$ cat config.mk
export PLATFORM = sky130hd
export DESIGN_NAME = pcs_40g_rx_am_lock
export DESIGN_NICKNAME = d
export VERILOG_FILES = /design/src/rtl/pcs_40g_pkg.sv /design/src/rtl/pcs_40g_am_detect.sv /design/src/rtl/pcs_40g_rx_am_lock.sv
export SDC_FILE = /design/constraint.sdc
export NUM_CORES = 1
export LEC_CHECK = 0
export CAP_MARGIN = 40
export CORE_MARGIN = 2
export CORE_UTILIZATION = 40
export CTS_CLUSTER_DIAMETER = 80
export DETAILED_ROUTE_END_ITERATION = 8
export GPL_ROUTABILITY_DRIVEN = 1
export GPL_TIMING_DRIVEN = 0
export PLACE_DENSITY = 0.87
export SYNTH_ARGS = -nofsm -noshare
export SYNTH_HDL_FRONTEND = slang
export SYNTH_HIERARCHICAL = 1
export SYNTH_SLANG_ARGS = --single-unit
$ cat constraint.sdc
create_clock -name clk -period 2.7 [get_ports clk]
set_input_delay 0.54 -clock clk [delete_from_list [all_inputs] [get_ports clk]]
set_output_delay 0.54 -clock clk [all_outputs]
set_load 0.01 [all_outputs]
$ cat src/rtl/pcs_40g_pkg.sv
// Shared 40GBASE-R PCS constants: sync headers, alignment marker bytes,
// the AM lock FSM encoding and the default marker spacing.
package pcs_40g_pkg;

    localparam int PCS_LANES = 4;

    localparam logic [1:0] SYNC_CTRL = 2'b10;
    localparam logic [1:0] SYNC_DATA = 2'b01;

    // Valid non-AM blocks between consecutive markers on a lane.
    localparam int AM_GAP_DEF = 16383;

    // M0, M1, M2 per PCS lane; bytes 4..6 of a marker carry their complement.
    localparam logic [7:0] AM_M0_M2 [PCS_LANES][3] = '{
        '{8'h90, 8'h76, 8'h47},
        '{8'hF0, 8'hC4, 8'hE6},
        '{8'hC5, 8'h65, 8'h9B},
        '{8'hA2, 8'h79, 8'h3D}
    };

    typedef enum logic [1:0] {
        ST_INIT     = 2'd0,
        ST_FIND_1ST = 2'd1,
        ST_COUNT_1  = 2'd2,
        ST_LOCKED   = 2'd3
    } am_fsm_e;

endpackage

$ cat src/rtl/pcs_40g_am_detect.sv
// Combinational alignment-marker matcher: compares one 66b block against the
// marker pattern of every PCS lane. BIP bytes 3 and 7 are not compared.
module pcs_40g_am_detect
    import pcs_40g_pkg::*;
(
    input  logic [1:0]                     head,
    input  logic [63:0]                    data,
    output logic [PCS_LANES-1:0]           match_vec,
    output logic                           match_any,
    output logic [$clog2(PCS_LANES)-1:0]   match_id
);

    // Per-lane pattern compare, then lowest matching lane wins the id.
    always_comb begin
        match_vec = '0;
        match_id  = '0;
        for (int l = 0; l < PCS_LANES; l++) begin
            match_vec[l] = (head == SYNC_CTRL)
                        && (data[7:0]   == AM_M0_M2[l][0])
                        && (data[15:8]  == AM_M0_M2[l][1])
                        && (data[23:16] == AM_M0_M2[l][2])
                        && (data[39:32] == ~AM_M0_M2[l][0])
                        && (data[47:40] == ~AM_M0_M2[l][1])
                        && (data[55:48] == ~AM_M0_M2[l][2]);
        end
        for (int l = PCS_LANES - 1; l >= 0; l--) begin
            if (match_vec[l]) match_id = 2'(l);
        end
    end

    assign match_any = |match_vec;

endmodule

$ cat src/rtl/pcs_40g_rx_am_lock.sv
// Per-lane receive alignment-marker lock. Finds two markers AM_GAP+1 valid
// blocks apart on the same PCS lane, then holds lock and flags every marker
// position, tolerating up to AM_INVLD_MAX-1 consecutive bad markers.
module pcs_40g_rx_am_lock
    import pcs_40g_pkg::*;
#(
    parameter int DATA_W       = 64,
    parameter int HEAD_W       = 2,
    parameter int LANE_N       = 4,
    parameter int AM_GAP       = AM_GAP_DEF,
    parameter int AM_INVLD_MAX = 4
) (
    input  logic                      clk,
    input  logic                      nreset,
    input  logic                      block_lock_i,
    input  logic                      valid_i,
    input  logic [HEAD_W-1:0]         head_i,
    input  logic [DATA_W-1:0]         data_i,
    output logic                      valid_o,
    output logic [HEAD_W-1:0]         head_o,
    output logic [DATA_W-1:0]         data_o,
    output logic                      am_v_o,
    output logic                      am_lock_o,
    output logic [$clog2(LANE_N)-1:0] lane_id_o,
    output logic                      am_err_o
);

    localparam int GAP_W = $clog2(AM_GAP + 1);
    localparam int ID_W  = $clog2(LANE_N);
    localparam int INV_W = $clog2(AM_INVLD_MAX + 1);

    am_fsm_e            state, state_nx;
    logic [GAP_W-1:0]   gap_cnt, gap_nx;
    logic [INV_W-1:0]   invld_cnt, invld_nx;
    logic [ID_W-1:0]    first_id, first_nx;
    logic [ID_W-1:0]    lane_nx;
    logic               lock_nx, am_v_nx, am_err_nx;

    logic [PCS_LANES-1:0] match_vec;
    logic                 match_any;
    logic [ID_W-1:0]      match_id;
    logic                 gap_done;

    pcs_40g_am_detect u_detect (
        .head      (head_i),
        .data      (data_i),
        .match_vec (match_vec),
        .match_any (match_any),
        .match_id  (match_id)
    );

    // The next valid block after AM_GAP counted blocks is the check block.
    assign gap_done = (gap_cnt == GAP_W'(AM_GAP));

    // Next-state and lock/flag decisions; loss of block lock overrides all.
    always_comb begin
        state_nx  = state;
        gap_nx    = gap_cnt;
        invld_nx  = invld_cnt;
        first_nx  = first_id;
        lane_nx   = lane_id_o;
        lock_nx   = am_lock_o;
        am_v_nx   = 1'b0;
        am_err_nx = 1'b0;
        if (!block_lock_i) begin
            state_nx = ST_INIT;
            gap_nx   = '0;
            invld_nx = '0;
            first_nx = '0;
            lane_nx  = '0;
            lock_nx  = 1'b0;
        end else if (valid_i) begin
            case (state)
                ST_INIT: begin
                    state_nx = ST_FIND_1ST;
                end
                ST_FIND_1ST: begin
                    if (match_any) begin
                        first_nx = match_id;
                        gap_nx   = '0;
                        state_nx = ST_COUNT_1;
                    end
                end
                ST_COUNT_1: begin
                    if (gap_done) begin
                        gap_nx = '0;
                        if (match_vec[first_id]) begin
                            state_nx = ST_LOCKED;
                            lock_nx  = 1'b1;
                            lane_nx  = first_id;
                            invld_nx = '0;
                        end else begin
                            state_nx = ST_FIND_1ST;
                        end
                    end else begin
                        gap_nx = gap_cnt + 1'b1;
                    end
                end
                ST_LOCKED: begin
                    if (gap_done) begin
                        gap_nx = '0;
                        if (match_vec[lane_id_o]) begin
                            invld_nx = '0;
                            am_v_nx  = 1'b1;
                        end else if (invld_cnt == INV_W'(AM_INVLD_MAX - 1)) begin
                            // Last tolerated miss used up: drop lock, don't strip.
                            am_err_nx = 1'b1;
                            invld_nx  = '0;
                            lock_nx   = 1'b0;
                            state_nx  = ST_FIND_1ST;
                        end else begin
                            am_err_nx = 1'b1;
                            am_v_nx   = 1'b1;
                            invld_nx  = invld_cnt + 1'b1;
                        end
                    end else begin
                        gap_nx = gap_cnt + 1'b1;
                    end
                end
                default: state_nx = ST_INIT;
            endcase
        end
    end

    // FSM, counters and lock outputs.
    always_ff @(posedge clk or negedge nreset) begin
        if (!nreset) begin
            state     <= ST_INIT;
            gap_cnt   <= '0;
            invld_cnt <= '0;
            first_id  <= '0;
            lane_id_o <= '0;
            am_lock_o <= 1'b0;
            am_v_o    <= 1'b0;
            am_err_o  <= 1'b0;
        end else begin
            state     <= state_nx;
            gap_cnt   <= gap_nx;
            invld_cnt <= invld_nx;
            first_id  <= first_nx;
            lane_id_o <= lane_nx;
            am_lock_o <= lock_nx;
            am_v_o    <= am_v_nx;
            am_err_o  <= am_err_nx;
        end
    end

    // One-cycle pass-through of the block so flags line up with data_o.
    always_ff @(posedge clk or negedge nreset) begin
        if (!nreset) begin
            valid_o <= 1'b0;
            head_o  <= '0;
            data_o  <= '0;
        end else begin
            valid_o <= valid_i;
            head_o  <= head_i;
            data_o  <= data_i;
        end
    end

endmodule

Word-level counts from Yosys, hierarchy flattened:

Index checks and enable logic that the tools add are counted.

* register bits: 93
* input bits: 70
* output and inout port bits: 72
* word-level logic and storage cells: 150

* $add $sub $neg: 2
* order comparisons: 2
* equal/unequal tests: 44
* mux-type cells: 58
* reduce and logical (&&, ||, !) cells: 33

Operators with widths (count)
* equality test 8 bit (second input constant): 12
* equality test 8 x 7 -> 1 bit (second input constant): 7
* 2-to-1 mux 14 bit: 4
* 2-to-1 mux 2 bit: 21
* one-hot mux 14 bit (2 select lines): 1
* equality test 8 x 6 -> 1 bit (second input constant): 3
* logical AND 1 bit: 24
* 2-to-1 mux 3 bit: 7
* 2-to-1 mux 1 bit: 20
* inequality test 3 bit (second input constant): 6
* adder 14 x 1 -> 14 bit (second input constant): 1
* equality test 14 bit (second input constant): 1
* inequality test 2 x 1 -> 1 bit (second input constant): 6
* equality test 8 x 4 -> 1 bit (second input constant): 1
* equality test 8 x 5 -> 1 bit (second input constant): 1
* one-hot mux 2 bit (4 select lines): 1
* AND reduction 7 bit: 1
* equality test 2 bit (second input constant): 3
* < comparator 2 x 3 -> 1 bit (second input constant): 2
* one-hot mux 3 bit (2 select lines): 1
* AND reduction 3 bit: 2
* AND reduction 6 bit: 1
* AND reduction 5 bit: 1
* binary-select mux 1 bit (select 2 bit): 2
* 10 further kinds: 10

Logic depth before layout (Yosys ltp):

Gate-level depths: netlist of the first run.

* depth after elaboration: 15
* depth in mapped cells: 10
* gate-level depth less buffers: 9

Cells and area by module:

The synthesis of the first run kept the hierarchy.

Modules (own cells, without submodules)
* pcs_40g_rx_am_lock: instances 1, cells each 223, area each 3205.6 um^2, seq. area each 2327.2 um^2
* pcs_40g_am_detect: instances 1, cells each 45, area each 374.1 um^2, seq. area each 0.0 um^2

Worst setup path after synthesis of the first run:

No wires, ideal clock.

* path kind: input to register
* start point: input port data_i[3]
* end point: register gap_cnt[5]
* library setup time: 0.110 ns
* data arrival time: 2.920 ns
* required time: 2.590 ns
* setup slack: -0.330 ns
* cell stages on the path: 8
* buffers on the path: 0
* cell sequence: or4b_1 > or4_1 > nor4_2 > or4_1 > nor2b_1 > o31ai_2 > nand2_1 > o41ai_1

* cells in the longest elaborated chain, start to end: 10
* elaborated cells on any way between the ends: 31
* classes of those cells: eq/ne (5); reduce/logical (26)

RTL lines
* start, declared: line pcs_40g_rx_am_lock.sv:18 `input logic [DATA_W-1:0] data_i,`
* equality test 8 bit: line pcs_40g_am_detect.sv:19 `&& (data[7:0] == AM_M0_M2[l][0])`
* logical AND 1 bit: line pcs_40g_am_detect.sv:19
* logical AND 1 bit: line pcs_40g_am_detect.sv:20 `&& (data[15:8] == AM_M0_M2[l][1])`
* logical AND 1 bit: line pcs_40g_am_detect.sv:21 `&& (data[23:16] == AM_M0_M2[l][2])`
* logical AND 1 bit: line pcs_40g_am_detect.sv:22 `&& (data[39:32] == ~AM_M0_M2[l][0])`
* logical AND 1 bit: line pcs_40g_am_detect.sv:23 `&& (data[47:40] == ~AM_M0_M2[l][1])`
* logical AND 1 bit: line pcs_40g_am_detect.sv:24 `&& (data[55:48] == ~AM_M0_M2[l][2]);`
* via match_vec[0]: line pcs_40g_rx_am_lock.sv:39 `logic [PCS_LANES-1:0] match_vec;`
* OR reduction 4 bit: line pcs_40g_am_detect.sv:31 `assign match_any = |match_vec;`
* via match_any: line pcs_40g_rx_am_lock.sv:40 `logic match_any;`
* inequality test 3 bit (no source line)
* AND reduction 3 bit (no source line)
* end signal, assigned: line pcs_40g_rx_am_lock.sv:138 `gap_cnt <= gap_nx;`
* end, declared: line pcs_40g_rx_am_lock.sv:33 `logic [GAP_W-1:0] gap_cnt, gap_nx;`

The timed path passes the listed nets, and every way through them passes these cells.
A chain may end at the register's enable or synchronous reset.

Worst setup path after layout of the first run:

* start point: input port data_i[0]
* end point: register gap_cnt[11]

Same word-level chain as after synthesis.

==> run_results.csv, run 1 <==
group,metric,value,unit
synthesis,yosysMostFrequentCell,"dfrtp_1",
grt,grt_pass1_vias,2968,
placement,dp_slack,-1.04,ns
grt,grt_pass1_wl,15.5,mm
placement,io_buffers,141,
clocking,insertion_delay,0.36,ns
synthesis,synth_warnings,6,
timing,period_needed,2.76,ns
layout,areaGrowthSynthToFinish,62.7,%
clocking,root_buffer,"clkbuf_8",
layout,num-nets-final,513,
timing,rsz0062_at_grt,"true",
grt,grt_busiest_layer,"met2",
clocking,clk_pin_slew,0.10,ns
worst_hold_path,min_path_type,"input port to asynchronous set/reset pin",
setup_path,startpoint_type,"input port",
timing,worst_slack,-0.0616,ns
grt,grt_use_total,20.2,%
synthesis,syn_inst,268,
setup_path,critical_path_arrival,3.00,ns
power,peakVddDrop,364,µV
floorplanning,core_area,8720,µm²
placement,dp_hpwl,7.23,mm
drt,drtPass1Iterations,4,
floorplanning,initial_core_util,41.0,%
timing,final.period_utilization,102,%
synthesis,ys_seq_area_share,65.0,%
drt,vias,2947,
grt,met1_usage,23.9,%
grt,grt_start_max_net_pins,63,
status,outcome,"complete, but fails checks",
drt,routedWlPerCell,18.3,µm
setup_path,slowest_stage,"or4b_4",
layout,fin_cells,550,
grt,grtUsageMet2,36.3,%
power,p_per_area,471,nW/µm²
drt,drt_drc_violations_left,0,
setup_path,cpLargestDelayFamily,"simple AND/OR/NAND/NOR gates",
power,leakage,2.70,nW
timing,timing.fmax,362,MHz
synthesis,synth_seq_cells,93,
run,max_cap_viol_count,0,
setup_path,path_cells,"buf_6 > or4b_4 > or4_4 > nor4_4 > or4_4 > nor2b_4 > o31ai_4 > buf_6 > nand4_1 > xor2_1 > nor2_1",
placement,gp_congestion,0.839,
status,violations,"negative setup slack",
timing,tightest_slew,0.623,ns
clocking,htreeDepth,3,
placement,place_inst,518,
timing,final_hold_viol_count,0,
synthesis,synthTopCellsByArea,"dfrtp_1 65%, ha_1 2.1%, nand4_1 1.9%",
clocking,cts_tree,"built",
timing,maxSlewViolCount,0,
synthesis,postSynth.asyncResetShare,100,%
setup_path,crit_type,"input port to flip-flop",
timing,setup_viol,2,
floorplanning,die_height,98.6,µm
synthesis,ys_types,57,
clocking,clock-sinks,93,
setup_path,cpPeakStageDelay,0.54,ns
setup_path,crit_required,2.94,ns
drt,viasPerCell,5.36,
layout,drive_gt1_share,22.2,%
synthesis,synth_largest_area_cell,"dfrtp_1",
synthesis,synth_common_cells,"93 x dfrtp_1, 15 x nand2_1, 13 x nor2_1, 13 x o21ai_0, 11 x nand4_1",
floorplanning,die-area,9720,µm²
timing,fin_tns_setup,-0.0644,ns
layout,diodes,0,
synthesis,synth_area,3580,µm²
drt,routed_wl,10.1,mm
setup_path,endpoint_kind,"flip-flop",
setup_path,cp_max_fo,8,
clocking,cts_buffer_depth,2,
timing,max-slew-margin-rel,58.1,%
grt,overflow,0,
setup_path,crit_buf_inv,2,
synthesis,synthFlopType,"dfrtp_1",
synthesis,synth_edf_count,0,
floorplanning,pin_count,142,
drt,ant_nets,0,
grt,use_met3,5.67,%
timing,clock_skew,0.00846,ns
synthesis,synth_top_area_share,65.0,%
synthesis,synth_fp_nets,344,
floorplanning,rows,34,
layout,post-route-util,66.8,%
grt,antenna_found_initial,0,
drt,drtIter0Drc,116,
floorplanning,die_x,98.6,µm
clocking,cts_buffers,9,
synthesis,syn_area_per_cell,13.4,µm²
## layout make-up
type,instances,area (µm²)
well taps,108,135
inverters,6,22.5
clock buffers,9,124
repair buffers,158,1610
multi-input cells,166,1510
clock inverters,7,62.6
plain buffers,3,23.8
flip-flops and latches,93,2330
fillers,578,2900
## cell families (layout without fill, tap and decap cells)
| group | count (synthesis) | after routing | share of synthesized area, % |
|---|---|---|---|
| compound gates | 36 | 36 | 6.99 |
| xor+xnor | 4 | 4 | 0.979 |
| mux | 9 | 9 | 2.94 |
| fa+ha+maj | 6 | 6 | 2.10 |
| simple gates | 111 | 111 | 21.0 |
| buf+inv | 9 | 183 | 0.979 |
| flops | 93 | 93 | 65.0 |
## per-layer routing
layer | wire length (µm) | up-vias
met2 | 5400 | 128
met1 | 3850 | 1478
met4 | 160 | 0
met3 | 637 | 16
met5 | 0 | -
li1 | - | 1325
## report_power, final
group / switching, W / leakage, nW / internal (W)
registers: 0.0000181 / 1.14 / 0.00144
logic: 0.000164 / 1.47 / 0.000220
clock network: 0.000540 / 0.0863 / 0.000354
total: 0.000722 / 2.70 / 0.00202
## flip-flops by register name (all words and copies together) (netlist names)
| register | cells |
|---|---|
| first_id | 2 |
| data_o | 64 |
| am_v_o | 1 |
| gap_cnt | 14 |
| am_err_o | 1 |
| am_lock_o | 1 |
| state | 2 |
| lane_id_o | 2 |
| valid_o | 1 |
| head_o | 2 |
| invld_cnt | 3 |
## per-stage QoR
| step | total power [W] | area [µm²] | hold WS (ns) |
|---|---|---|---|
| floorplan | 0.00157 | 3640 | 0.244 |
| global placement | 0.00183 | 5190 | 0.465 |
| detailed placement | 0.00185 | 5220 | 0.481 |
| CTS | 0.00273 | 5550 | 0.118 |
| global route | 0.00286 | 5820 | 0.127 |
| finish | 0.00274 | 5820 | 0.108 |
## what timing repair did
item                       in CTS  in global routing
cloned                          0                  1
gates resized for setup        74                 51
hold buffers                    0                  0
pin swaps                      24                 25
buffers inserted                9                  6
setup endpoints to repair      26                 22
## final timing paths
path                              startpoint           end  slack (ns)  depth (start not counted)
worst min register to register  invld_cnt[2]  invld_cnt[2]        0.50                          1
min in group clk                   data_i[2]     data_o[2]        0.28                          1
worst max register to register    gap_cnt[0]  invld_cnt[1]        0.46                          6
worst max-delay path               data_i[0]   gap_cnt[11]       -0.06                         11
worst min-delay path                  nreset    data_o[28]        0.11                          1
max in group asynchronous             nreset     data_o[9]        1.95                          2
## layout by cell type, fill, tap and decap left out, types with 3 or more instances in the layout
master / instances
clkdlybuf4s50_1: 98
dfrtp_1: 93
dlymetal6s2s_1: 21
nand2_1: 14
nor2_1: 13
buf_4: 13
dlygate4sd2_1: 12
nand4_1: 11
nand3_1: 9
o21ai_2: 9
clkbuf_8: 9
buf_6: 8
inv_1: 6
mux2i_1: 6
nor3_1: 6
ha_1: 6
nor4_4: 5
nor2b_1: 5
buf_2: 4
nor3b_1: 4
nor4bb_4: 4
o31ai_2: 3
nand4b_1: 3
and2b_1: 3
o41ai_2: 3
xor2_1: 3
o21ai_1: 3
clkinvlp_4: 3
nor4b_2: 3
No activity file was read; power rests on OpenSTA's default activity.
==> run 2, diff against run 1 <==
--- a/config.mk
+++ b/config.mk
@@ -12,7 +12,8 @@
 export DETAILED_ROUTE_END_ITERATION = 8
 export GPL_ROUTABILITY_DRIVEN = 1
 export GPL_TIMING_DRIVEN = 0
-export PLACE_DENSITY = 0.87
+export PLACE_DENSITY = 0.73
+export SKIP_CTS_REPAIR_TIMING = 1
 export SYNTH_ARGS = -nofsm -noshare
 export SYNTH_HDL_FRONTEND = slang
 export SYNTH_HIERARCHICAL = 1
==> constraint.sdc (replaced) <==
create_clock -name clk -period 2.7 [get_ports clk]
set_input_delay 0.675 -clock clk [delete_from_list [all_inputs] [get_ports clk]]
set_output_delay 0.675 -clock clk [all_outputs]
set_load 0.01 [all_outputs]
==> run_results.csv, run 2 (same netlist as run 1, synthesis figures left out) <==
group,metric,value,unit
timing,tightest_slew,0.628,ns
placement,dp_hpwl,6.82,mm
status,violations,"negative setup slack",
layout,num-nets-final,515,
timing,timing.fmax,346,MHz
clocking,clock-sinks,93,
power,leakage,2.80,nW
clocking,cts_buffers,9,
drt,ant_nets,0,
drt,routedWlPerCell,17.2,µm
setup_path,crit_type,"input port to flip-flop",
grt,grt_start_max_net_pins,69,
layout,largest_reg_flops,64,
power,total_power,0.00276,W
layout,drive_gt1_share,21.4,%
timing,clock_skew,0.00713,ns
layout,final_cell_mix,"101 x clkdlybuf4s50_1, 93 x dfrtp_1, 33 x dlymetal6s2s_1",
floorplanning,core_area,8720,µm²
setup_path,startpoint_type,"input port",
layout,layout_commonest_cell,"clkdlybuf4s50_1",
grt,grt_pass1_vias,2795,
timing,rsz0062_at_grt,"true",
drt,viasPerCell,5.16,
setup_path,critical_path_arrival,3.15,ns
floorplanning,rows,34,
grt,antenna_found_initial,1,
worst_hold_path,min_path_type,"input port to asynchronous set/reset pin",
drt,routed_wl,9.50,mm
placement,io_buffers,141,
timing,maxSlewViolCount,0,
timing,max-slew-margin-rel,57.8,%
grt,grt_pass1_wl,14.3,mm
setup_path,endpoint_kind,"flip-flop",
floorplanning,die-area,9720,µm²
setup_path,crit_buf_inv,2,
clocking,insertion_delay,0.36,ns
timing,final_hold_viol_count,0,
power,power.switching,0.000729,W
layout,regMostFlops,"data_o",
setup_path,cpPeakStageDelay,0.54,ns
placement,dp_slack,-1.10,ns
setup_path,cp_max_fo,5,
floorplanning,die_x,98.6,µm
status,outcome,"complete, but fails checks",
power,p_clk_share,32.9,%
power,p_per_area,472,nW/µm²
power,p_int,0.00203,W
setup_path,path_cells,"buf_8 > or4bb_4 > or3_4 > nor4_4 > or4_4 > nor2b_4 > o31ai_4 > buf_4 > nand2_2 > o41ai_1",
drt,drt_drc_violations_left,0,
layout,post-route-util,67.1,%
clocking,cts_tree,"built",
timing,hold_slack,0.194,ns
floorplanning,pin_count,142,
floorplanning,initial_core_util,41.0,%
floorplanning,die_height,98.6,µm
clocking,root_buffer,"clkbuf_8",
placement,gp_congestion,0.822,
drt,drtIter0Drc,86,
layout,areaGrowthSynthToFinish,63.5,%
run,max_cap_viol_count,0,
timing,final.period_utilization,107,%
timing,period_needed,2.89,ns
clocking,clk_pin_slew,0.11,ns
power,power_frac_comb,14.2,%
clocking,htreeDepth,3,
setup_path,slowest_stage,"or4bb_4",
power,peakVddDrop,281,µV
drt,drtPass1Iterations,4,
setup_path,crit_required,2.96,ns
timing,worst_slack,-0.193,ns
layout,fill_cells,636,
drt,vias,2854,
clocking,cts_buffer_depth,2,
layout,largestRegisters,"data_o (64), gap_cnt (14), invld_cnt (3)",
setup_path,cpLargestDelayFamily,"simple AND/OR/NAND/NOR gates",
grt,grt_use_total,19.0,%
timing,setup_viol,21,
grt,overflow,0,
power,power_frac_seq,52.8,%
power,switching_share,26.4,%
-- run 2: final timing paths --
path / to / depth (start not counted) / from / slack (ns)
max in group asynchronous: data_o[43] / 2 / nreset / 1.87
min in group clk: data_o[53] / 1 / data_i[53] / 0.41
min reg2reg: invld_cnt[2] / 1 / invld_cnt[2] / 0.49
max: gap_cnt[5] / 10 / data_i[53] / -0.19
min: data_o[31] / 1 / nreset / 0.19
max reg2reg: state[0] / 7 / state[0] / 0.42
-- run 2: metrics by stage --
| step | instance area [µm²] | std cells | setup TNS, ns |
|---|---|---|---|
| 2_1_floorplan | 3640 | 268 | -4.80 |
| 3_3_place_gp | 5190 | 517 | -240.25 |
| 3_5_place_dp | 5220 | 518 | -22.59 |
| 4_1_cts | 5400 | 534 | -12.67 |
| 5_1_grt | 5850 | 553 | -3.85 |
| 6_report | 5850 | 553 | -2.51 |
-- run 2: power groups by stage --
stage	combinational, W	clock, W	sequential (W)
final	0.000394	0.000910	0.00146
after global routing	0.000419	0.000985	0.00147
after CTS	0.000358	0.000926	0.00146
after detailed placement	0.000356	0	0.00149
after global placement	0.000347	0	0.00149
after floorplan	0.0000548	0	0.00152
-- run 2: layer usage --
layer | vias to the layer above | global-route usage [%] | part of all wire, % | wire (µm)
met1 | 1392 | 24.1 | 42 | 3970
li1 | 1346 | - | - | -
met2 | 97 | 30.9 | 50 | 4710
met3 | 19 | 5.74 | 6.0 | 568
met4 | 0 | 7.06 | 2.6 | 251
met5 | - | 0 | 0 | 0
-- run 2: cell type report --
class / count / area [µm²] / share of cell area, %
flip-flops and latches: 93 / 2330 / 39.8
repair buffers: 160 / 1670 / 28.5
multi-input cells: 166 / 1490 / 25.5
diodes: 1 / 2.50 / 0.0427
clock inverters: 6 / 57.6 / 0.983
plain buffers: 3 / 23.8 / 0.406
clock buffers: 10 / 128 / 2.18
inverters: 6 / 22.5 / 0.385
well taps: 108 / 135 / 2.31
